$ cat src/rtl/display_pkg.sv
// Shared types and defaults for the display filter select path.
package display_pkg;

    typedef logic [2:0] filter_sel_t;

    localparam int H_ACTIVE_DEF = 1024;
    localparam int V_ACTIVE_DEF = 768;

    typedef enum logic [1:0] {
        STABLE_LO,
        COUNT_HI,
        STABLE_HI,
        COUNT_LO
    } db_state_t;

    function automatic filter_sel_t sel_next(filter_sel_t cur, filter_sel_t last);
        return (cur == last) ? filter_sel_t'(0) : cur + filter_sel_t'(1);
    endfunction

    function automatic filter_sel_t sel_prev(filter_sel_t cur, filter_sel_t last);
        return (cur == filter_sel_t'(0)) ? last : cur - filter_sel_t'(1);
    endfunction

endpackage

$ cat src/rtl/button_debounce.sv
// Synchronizes and debounces one raw pushbutton.
// Emits a single-cycle pulse when a press is accepted.
module button_debounce
    import display_pkg::*;
#(
    parameter int DEBOUNCE_CYCLES = 650000
) (
    input  logic clk_i,
    input  logic rst_i,
    input  logic btn_i,
    output logic press_o
);

    localparam int CW = (DEBOUNCE_CYCLES < 1) ? 1 : $clog2(DEBOUNCE_CYCLES + 1);
    localparam logic [CW-1:0] CNT_MAX = CW'(DEBOUNCE_CYCLES);
    localparam logic [CW-1:0] CNT_ONE = CW'(1);

    logic [1:0]    sync_q;
    db_state_t     state_q;
    logic [CW-1:0] cnt_q;
    logic          press_q;

    logic btn_s;
    assign btn_s = sync_q[1];

    always_ff @(posedge clk_i or posedge rst_i) begin
        if (rst_i) begin
            sync_q <= '0;
        end else begin
            sync_q <= {sync_q[0], btn_i};
        end
    end

    // Reverting input takes priority over reaching the count.
    always_ff @(posedge clk_i or posedge rst_i) begin
        if (rst_i) begin
            state_q <= STABLE_LO;
            cnt_q   <= '0;
            press_q <= 1'b0;
        end else begin
            press_q <= 1'b0;
            unique case (state_q)
                STABLE_LO: begin
                    if (btn_s) begin
                        state_q <= COUNT_HI;
                        cnt_q   <= CNT_ONE;
                    end
                end
                COUNT_HI: begin
                    if (!btn_s) begin
                        state_q <= STABLE_LO;
                        cnt_q   <= '0;
                    end else if (cnt_q == CNT_MAX) begin
                        state_q <= STABLE_HI;
                        cnt_q   <= '0;
                        press_q <= 1'b1;
                    end else begin
                        cnt_q <= cnt_q + CNT_ONE;
                    end
                end
                STABLE_HI: begin
                    if (!btn_s) begin
                        state_q <= COUNT_LO;
                        cnt_q   <= CNT_ONE;
                    end
                end
                COUNT_LO: begin
                    if (btn_s) begin
                        state_q <= STABLE_HI;
                        cnt_q   <= '0;
                    end else if (cnt_q == CNT_MAX) begin
                        state_q <= STABLE_LO;
                        cnt_q   <= '0;
                    end else begin
                        cnt_q <= cnt_q + CNT_ONE;
                    end
                end
            endcase
        end
    end

    assign press_o = press_q;

endmodule

$ cat src/rtl/filter_select_controller.sv
// Steps a pending filter index from the buttons and commits it
// to the datapath only at the start of vertical blanking.
module filter_select_controller
    import display_pkg::*;
#(
    parameter int NUM_FILTERS     = 6,
    parameter int DEBOUNCE_CYCLES = 650000,
    parameter int H_ACTIVE        = H_ACTIVE_DEF,
    parameter int V_ACTIVE        = V_ACTIVE_DEF
) (
    input  logic        clk_in,
    input  logic        rst_in,
    input  logic        left_in,
    input  logic        right_in,
    input  logic [10:0] hcount_in,
    input  logic [9:0]  vcount_in,
    output logic [2:0]  select_out,
    output logic [2:0]  pending_out,
    output logic        pending_valid_out,
    output logic        commit_out
);

    localparam filter_sel_t   LAST     = filter_sel_t'(NUM_FILTERS - 1);
    localparam logic [9:0]    V_COMMIT = 10'(V_ACTIVE);
    localparam logic [10:0]   H_LIMIT  = 11'(H_ACTIVE);

    logic left_press;
    logic right_press;

    button_debounce #(
        .DEBOUNCE_CYCLES(DEBOUNCE_CYCLES)
    ) u_left (
        .clk_i  (clk_in),
        .rst_i  (rst_in),
        .btn_i  (left_in),
        .press_o(left_press)
    );

    button_debounce #(
        .DEBOUNCE_CYCLES(DEBOUNCE_CYCLES)
    ) u_right (
        .clk_i  (clk_in),
        .rst_i  (rst_in),
        .btn_i  (right_in),
        .press_o(right_press)
    );

    filter_sel_t pending_q, pending_d;
    filter_sel_t select_q, select_d;
    logic        commit_q;
    logic        pvalid_q;
    logic        commit_pt;
    logic        do_commit;

    assign commit_pt = (hcount_in == '0) && (hcount_in < H_LIMIT)
                     && (vcount_in == V_COMMIT);

    // Commit decision uses the pre-update pending value.
    always_comb begin
        pending_d = pending_q;
        case ({left_press, right_press})
            2'b01:   pending_d = sel_next(pending_q, LAST);
            2'b10:   pending_d = sel_prev(pending_q, LAST);
            default: pending_d = pending_q;
        endcase
        do_commit = commit_pt && (pending_q != select_q);
        select_d  = do_commit ? pending_q : select_q;
    end

    always_ff @(posedge clk_in or posedge rst_in) begin
        if (rst_in) begin
            pending_q <= '0;
            select_q  <= '0;
            commit_q  <= 1'b0;
            pvalid_q  <= 1'b0;
        end else begin
            pending_q <= pending_d;
            select_q  <= select_d;
            commit_q  <= do_commit;
            pvalid_q  <= (pending_d != select_d);
        end
    end

    assign select_out        = select_q;
    assign pending_out       = pending_q;
    assign pending_valid_out = pvalid_q;
    assign commit_out        = commit_q;

endmodule

$ cat config.mk
export PLATFORM = sky130hd
export DESIGN_NAME = filter_select_controller
export DESIGN_NICKNAME = d
export VERILOG_FILES = /design/src/rtl/display_pkg.sv /design/src/rtl/button_debounce.sv /design/src/rtl/filter_select_controller.sv
export SDC_FILE = /design/constraint.sdc
export NUM_CORES = 1
export LEC_CHECK = 0
export BUFFER_PORTS_ARGS = -buffer_cell sky130_fd_sc_hd__buf_2
export CELL_PAD_IN_SITES_DETAIL_PLACEMENT = 0
export CELL_PAD_IN_SITES_GLOBAL_PLACEMENT = 1
export CORE_UTILIZATION = 50
export CTS_BUF_LIST = sky130_fd_sc_hd__clkbuf_2
export DETAILED_ROUTE_END_ITERATION = 10
export PLACE_DENSITY_LB_ADDON = 0.2
export RECOVER_POWER = 100
export SLEW_MARGIN = 30
export SYNTH_ARGS = -nofsm -noshare
export SYNTH_HDL_FRONTEND = slang
export SYNTH_SLANG_ARGS = --single-unit
export TNS_END_PERCENT = 100
$ cat constraint.sdc
create_clock -name clk_in -period 3.05 [get_ports clk_in]
set_input_delay 0.305 -clock clk_in [delete_from_list [all_inputs] [get_ports clk_in]]
set_output_delay 0.305 -clock clk_in [all_outputs]
set_load 0.01 [all_outputs]
==> metrics.md <==
| Metric | Value |
|---|---|
| Total Die Area | `6943 µm²` |
| Dpl cell area | `3530 µm²` |
| Final period utilization | `between 80% and 90%` |
| Combinational family with the most area after synthesis | `simple AND/OR/NAND/NOR gates` |
| Proportion of power drawn by combinational gates | `7.7%` |
| Buffers on Ports | `32` |
| Number of synthesized flops with an enable pin | `0` |
| Cell-by-cell trace of the critical path | `inv_1, ha_1, nand4b_1, nor3_1, a21oi_2, clkbuf_1, nand3_1, mux2i_1` |
| Avg WL per Cell | `14.70 µm` |
| Final Core Density | `a little under three fifths` |
| Final worst hold slack | `103.3 ps` |
| Cell variety after synth | `a little under 60` |
| Sequential fraction of design power | `58.5%` |
| Number of hold violations in the final report | `0` |
| Via count normalized by instance count | `5.896` |
| First-pass GRT wire length | `~12 mm` |
| Area of the core | `~6300 µm²` |
| Crit path arrival time | `about 2900 ps` |
| Most frequent standard cell in the layout excluding fill and tap cells | `sky130_fd_sc_hd__dfrtp_1` |
| Int Pwr | `1.002 mW` |
| Remaining Overflow, GRT | `0` |
| Storage cell area | `1451 µm²` |
| CTS H-Tree Depth | `3` |
| Part of the Yosys area used for sequential elements | `43.89%` |
| Clock latency at the later pin of the worst-skew pair | `480 ps` |
| Capturing element type of the critical path | `flip-flop` |
| Cell row count | `29` |
| Total setup violations reported at the end of the flow | `0` |
| Synth Warn # | `0` |
| Area of all placed cells without fillers | `3613 µm²` |
| DIE WIDTH | `83.33 µm` |
| Switching share of total power | `between 20% and 30%` |
| Worst slew margin relative to its limit | `6.028%` |
| Post-Synthesis Mean Instance Area | `9.342 µm²` |
| TritonCTS sink count | `58` |
| Largest fanout of any net on the critical path | `16` |
| First-pass iteration count of the detailed router | `5` |
| Via count of the first global-routing pass | `2660` |
| Number of inserted diodes | `0` |
| Number of top-level pins | `33` |
| Number of slew-limit violations in the final report | `0` |
| Pin count of the biggest net entering global routing | `59` |
| Status | `complete, no violations` |
| Worst reg2reg setup slack | `580 ps` |
| Highest-count cells in the layout ignoring fill and taps | `sky130_fd_sc_hd__dfrtp_1, sky130_fd_sc_hd__nand2_1, sky130_fd_sc_hd__nand3_1` |
| Multiplexer share of the synthesized area | `3.897%` |
| Leak Pwr | `between 1.5 and 2 nW` |
| Effective utilization at floorplan | `52.08%` |
| Post-route DRC | `0` |
| Clock Pin Slew Worst Setup and Hold Paths | `160 ps` |
| Min-delay worst type | `in -> reg` |
| Peak supply drop | `0.0002109 V` |
| Post-synthesis adder-cell area fraction | `2.270%` |
| Share of the synthesized netlist area taken by xor and xnor gates | `about 3.2%` |
| Total Routed Length | `around 7.0 mm` |
| Synthesized flop and latch total | `58` |
| Power after layout | `1.361 mW` |
| Maximum clock frequency | `just over 400 MHz` |
| Actual transition at the worst max-transition pin | `1410 ps` |
| Nets in the synthesized netlist | `385` |
| Proportion of power drawn by the clock network | `33.9%` |
| Initial antenna violation count | `0` |
| Setup TNS | `0 ps` |
| Category of the critical setup timing path | `reg -> reg` |
| Number of maximum-capacitance constraint violations | `0` |
| Layout fillers | `between 600 and 700` |
| Cts bufs inserted | `9` |
| Pwr per Cell Area | `376.6 nW/µm²` |
| Total Routing Usage GR | `21.49%` |
| Vias post-DR | `2789` |
| Post-DP HPWL | `4.727 mm` |
| Share of layout cells above drive strength 1 | `13.13%` |
| Clock period minus worst slack | `2468 ps` |
| Chip height | `roughly 83 µm` |
| Cell type of the slowest stage on the worst timing path | `sky130_fd_sc_hd__clkbuf_1` |
| Area used by multi-input combinational logic | `about 1700 µm²` |
| Net count, final | `423` |
| Data required time at the worst endpoint | `between 3000 and 4000 ps` |
| Clock skew | `between 20 and 30 ps` |
| Maximum clock insertion buffer count | `2` |
| Post-CTS sizing | `0` |
| Setup repair after global routing missed its margin | `false` |
| Startpoint kind of the worst setup timing path | `flip-flop` |
| Synth async-reset ratio | `100.0%` |
| CTS tree | `done` |
| Stage delay of the slowest cell on the critical path | `580 ps` |
| Clock root buffer | `sky130_fd_sc_hd__clkbuf_2` |
| First-iteration detailed-routing DRC count | `about 130` |
| Remaining antenna violation count after routing | `0` |
| Area overhead of the layout relative to synthesis | `9.270%` |
| Mapped Cells | `354` |
| Simple-Gate Fraction of Synth Area | `26.45%` |
| Area fraction in compound gates after synthesis | `between 15 and 20%` |
| Synthesized cell area | `3307 µm²` |
| Flip-flop cell with the highest count after synthesis | `sky130_fd_sc_hd__dfrtp_1` |
| Global placement routability congestion | `0.7775` |
| Switching pwr | `roughly 360 µW` |
[per-stage QoR]
step                std cells  setup slack (ps)
finish                    473             582.2
CTS                       473             788.0
floorplan                 354             972.1
global route              473             322.5
detailed placement        456             832.6
global placement          456             890.6
[sequential cells by signal, summed over array words and instances (netlist names), named ones only]
signal and count:
u_left.sync_q 2, pending_out 3, u_left.cnt_q 20, u_right.press_o 1, u_right.cnt_q 20, u_right.sync_q 2, u_left.press_o 1, select_out 3
u_right.state_q 1, u_left.state_q 1, commit_out 1, pending_valid_out 1
[area by class of cell]
| class | instances | area share, % |
|---|---|---|
| clock buffers | 10 | 1.385 |
| multi-input cells | 268 | 47.37 |
| inverters | 17 | 1.766 |
| flip-flops and latches | 58 | 40.17 |
| clock inverters | 5 | 1.281 |
| well taps | 77 | 2.666 |
| repair buffers | 38 | 5.367 |
[worst max-delay path, delay by kind of cell, from the launching register on]
family	cells	cell delay, ps
buffers and inverters	2	640
multiplexers	1	170
AND/OR/NAND/NOR	3	380
adder cells (fa/ha/maj)	1	200
flip-flops	1	440
AO/OA/AOI/OAI	1	560
[final timing paths]
check | end | start | depth (start not counted)
max | u_left.cnt_q[11] | u_left.cnt_q[0] | 8
min | commit_out | vcount_in[4] | 4
max reg2reg | u_left.cnt_q[11] | u_left.cnt_q[0] | 8
min reg2reg | u_left.sync_q[1] | u_left.sync_q[0] | 0
max in group asynchronous | u_right.cnt_q[16] | rst_in | 3
min in group asynchronous | u_left.sync_q[1] | rst_in | 3
[cell families (layout without fill, tap and decap cells)]
kind of cell / after synthesis / after routing
buffers and inverters: 28 / 70
AND/OR/NAND/NOR: 157 / 157
adder cells (fa/ha/maj): 6 / 6
XOR/XNOR: 12 / 12
multiplexers: 12 / 12
flip-flops: 58 / 58
AO/OA/AOI/OAI: 81 / 81
[synth_stat cells, types with 2 or more instances]
cell type / number / area, µm²
sky130_fd_sc_hd__a22o_1: 12 / 105.1
sky130_fd_sc_hd__or4_1: 4 / 30.03
sky130_fd_sc_hd__buf_2: 3 / 15.01
sky130_fd_sc_hd__nor2_1: 24 / 90.09
sky130_fd_sc_hd__a21o_1: 6 / 45.04
sky130_fd_sc_hd__o21a_1: 3 / 22.52
sky130_fd_sc_hd__o221ai_1: 2 / 17.52
sky130_fd_sc_hd__mux2i_1: 8 / 80.08
sky130_fd_sc_hd__xor2_1: 5 / 43.79
sky130_fd_sc_hd__a21oi_1: 17 / 85.08
sky130_fd_sc_hd__mux2_2: 3 / 33.78
sky130_fd_sc_hd__nand4b_1: 2 / 17.52
sky130_fd_sc_hd__nor3_1: 10 / 50.05
sky130_fd_sc_hd__a31oi_1: 6 / 37.54
sky130_fd_sc_hd__or2_2: 4 / 25.02
sky130_fd_sc_hd__xnor2_1: 7 / 61.31
sky130_fd_sc_hd__nor4bb_1: 3 / 30.03
sky130_fd_sc_hd__dfrtp_1: 58 / 1451
sky130_fd_sc_hd__nand3_1: 25 / 125.1
sky130_fd_sc_hd__nand2_1: 33 / 123.9
sky130_fd_sc_hd__o21ai_1: 5 / 25.02
sky130_fd_sc_hd__nand4_1: 14 / 87.58
sky130_fd_sc_hd__or3_1: 7 / 43.79
sky130_fd_sc_hd__o21ai_0: 16 / 80.08
sky130_fd_sc_hd__o211ai_1: 2 / 15.01
sky130_fd_sc_hd__inv_1: 17 / 63.81
sky130_fd_sc_hd__nor4_1: 4 / 25.02
sky130_fd_sc_hd__ha_1: 6 / 75.07
sky130_fd_sc_hd__clkbuf_1: 4 / 15.01
sky130_fd_sc_hd__and3_1: 6 / 37.54
sky130_fd_sc_hd__nor4b_1: 2 / 17.52
sky130_fd_sc_hd__and2_1: 5 / 31.28
sky130_fd_sc_hd__nor3b_1: 3 / 22.52
sky130_fd_sc_hd__nor3_2: 2 / 20.02
sky130_fd_sc_hd__nand2b_1: 2 / 12.51
[metal layers]
| metal | part of all wire, % | vias to the layer above | wire length [µm] | global-route usage [%] |
|---|---|---|---|---|
| li1 | - | 1382 | - | - |
| met5 | 0 | - | 0 | 0 |
| met3 | 4.4 | 11 | 305 | 4.672 |
| met2 | 46 | 68 | 3225 | 33.98 |
| met4 | 1.5 | 0 | 101 | 8.777 |
| met1 | 48 | 1328 | 3322 | 28.72 |
[power by group through the flow]
stage	registers (mW)	clock network (mW)	logic, mW
after global placement	0.810	0	0.106
after floorplan	0.807	0	0.0745
final	0.796	0.461	0.104
after detailed placement	0.810	0	0.107
after global routing	0.799	0.507	0.121
after CTS	0.796	0.479	0.109
[what timing repair did]
item | in CTS | in global routing
hold buffers | 2 | 0
hold endpoints to repair | 2 | 0
setup buffers | 0 | 0
(Power assumes the default switching activity.)
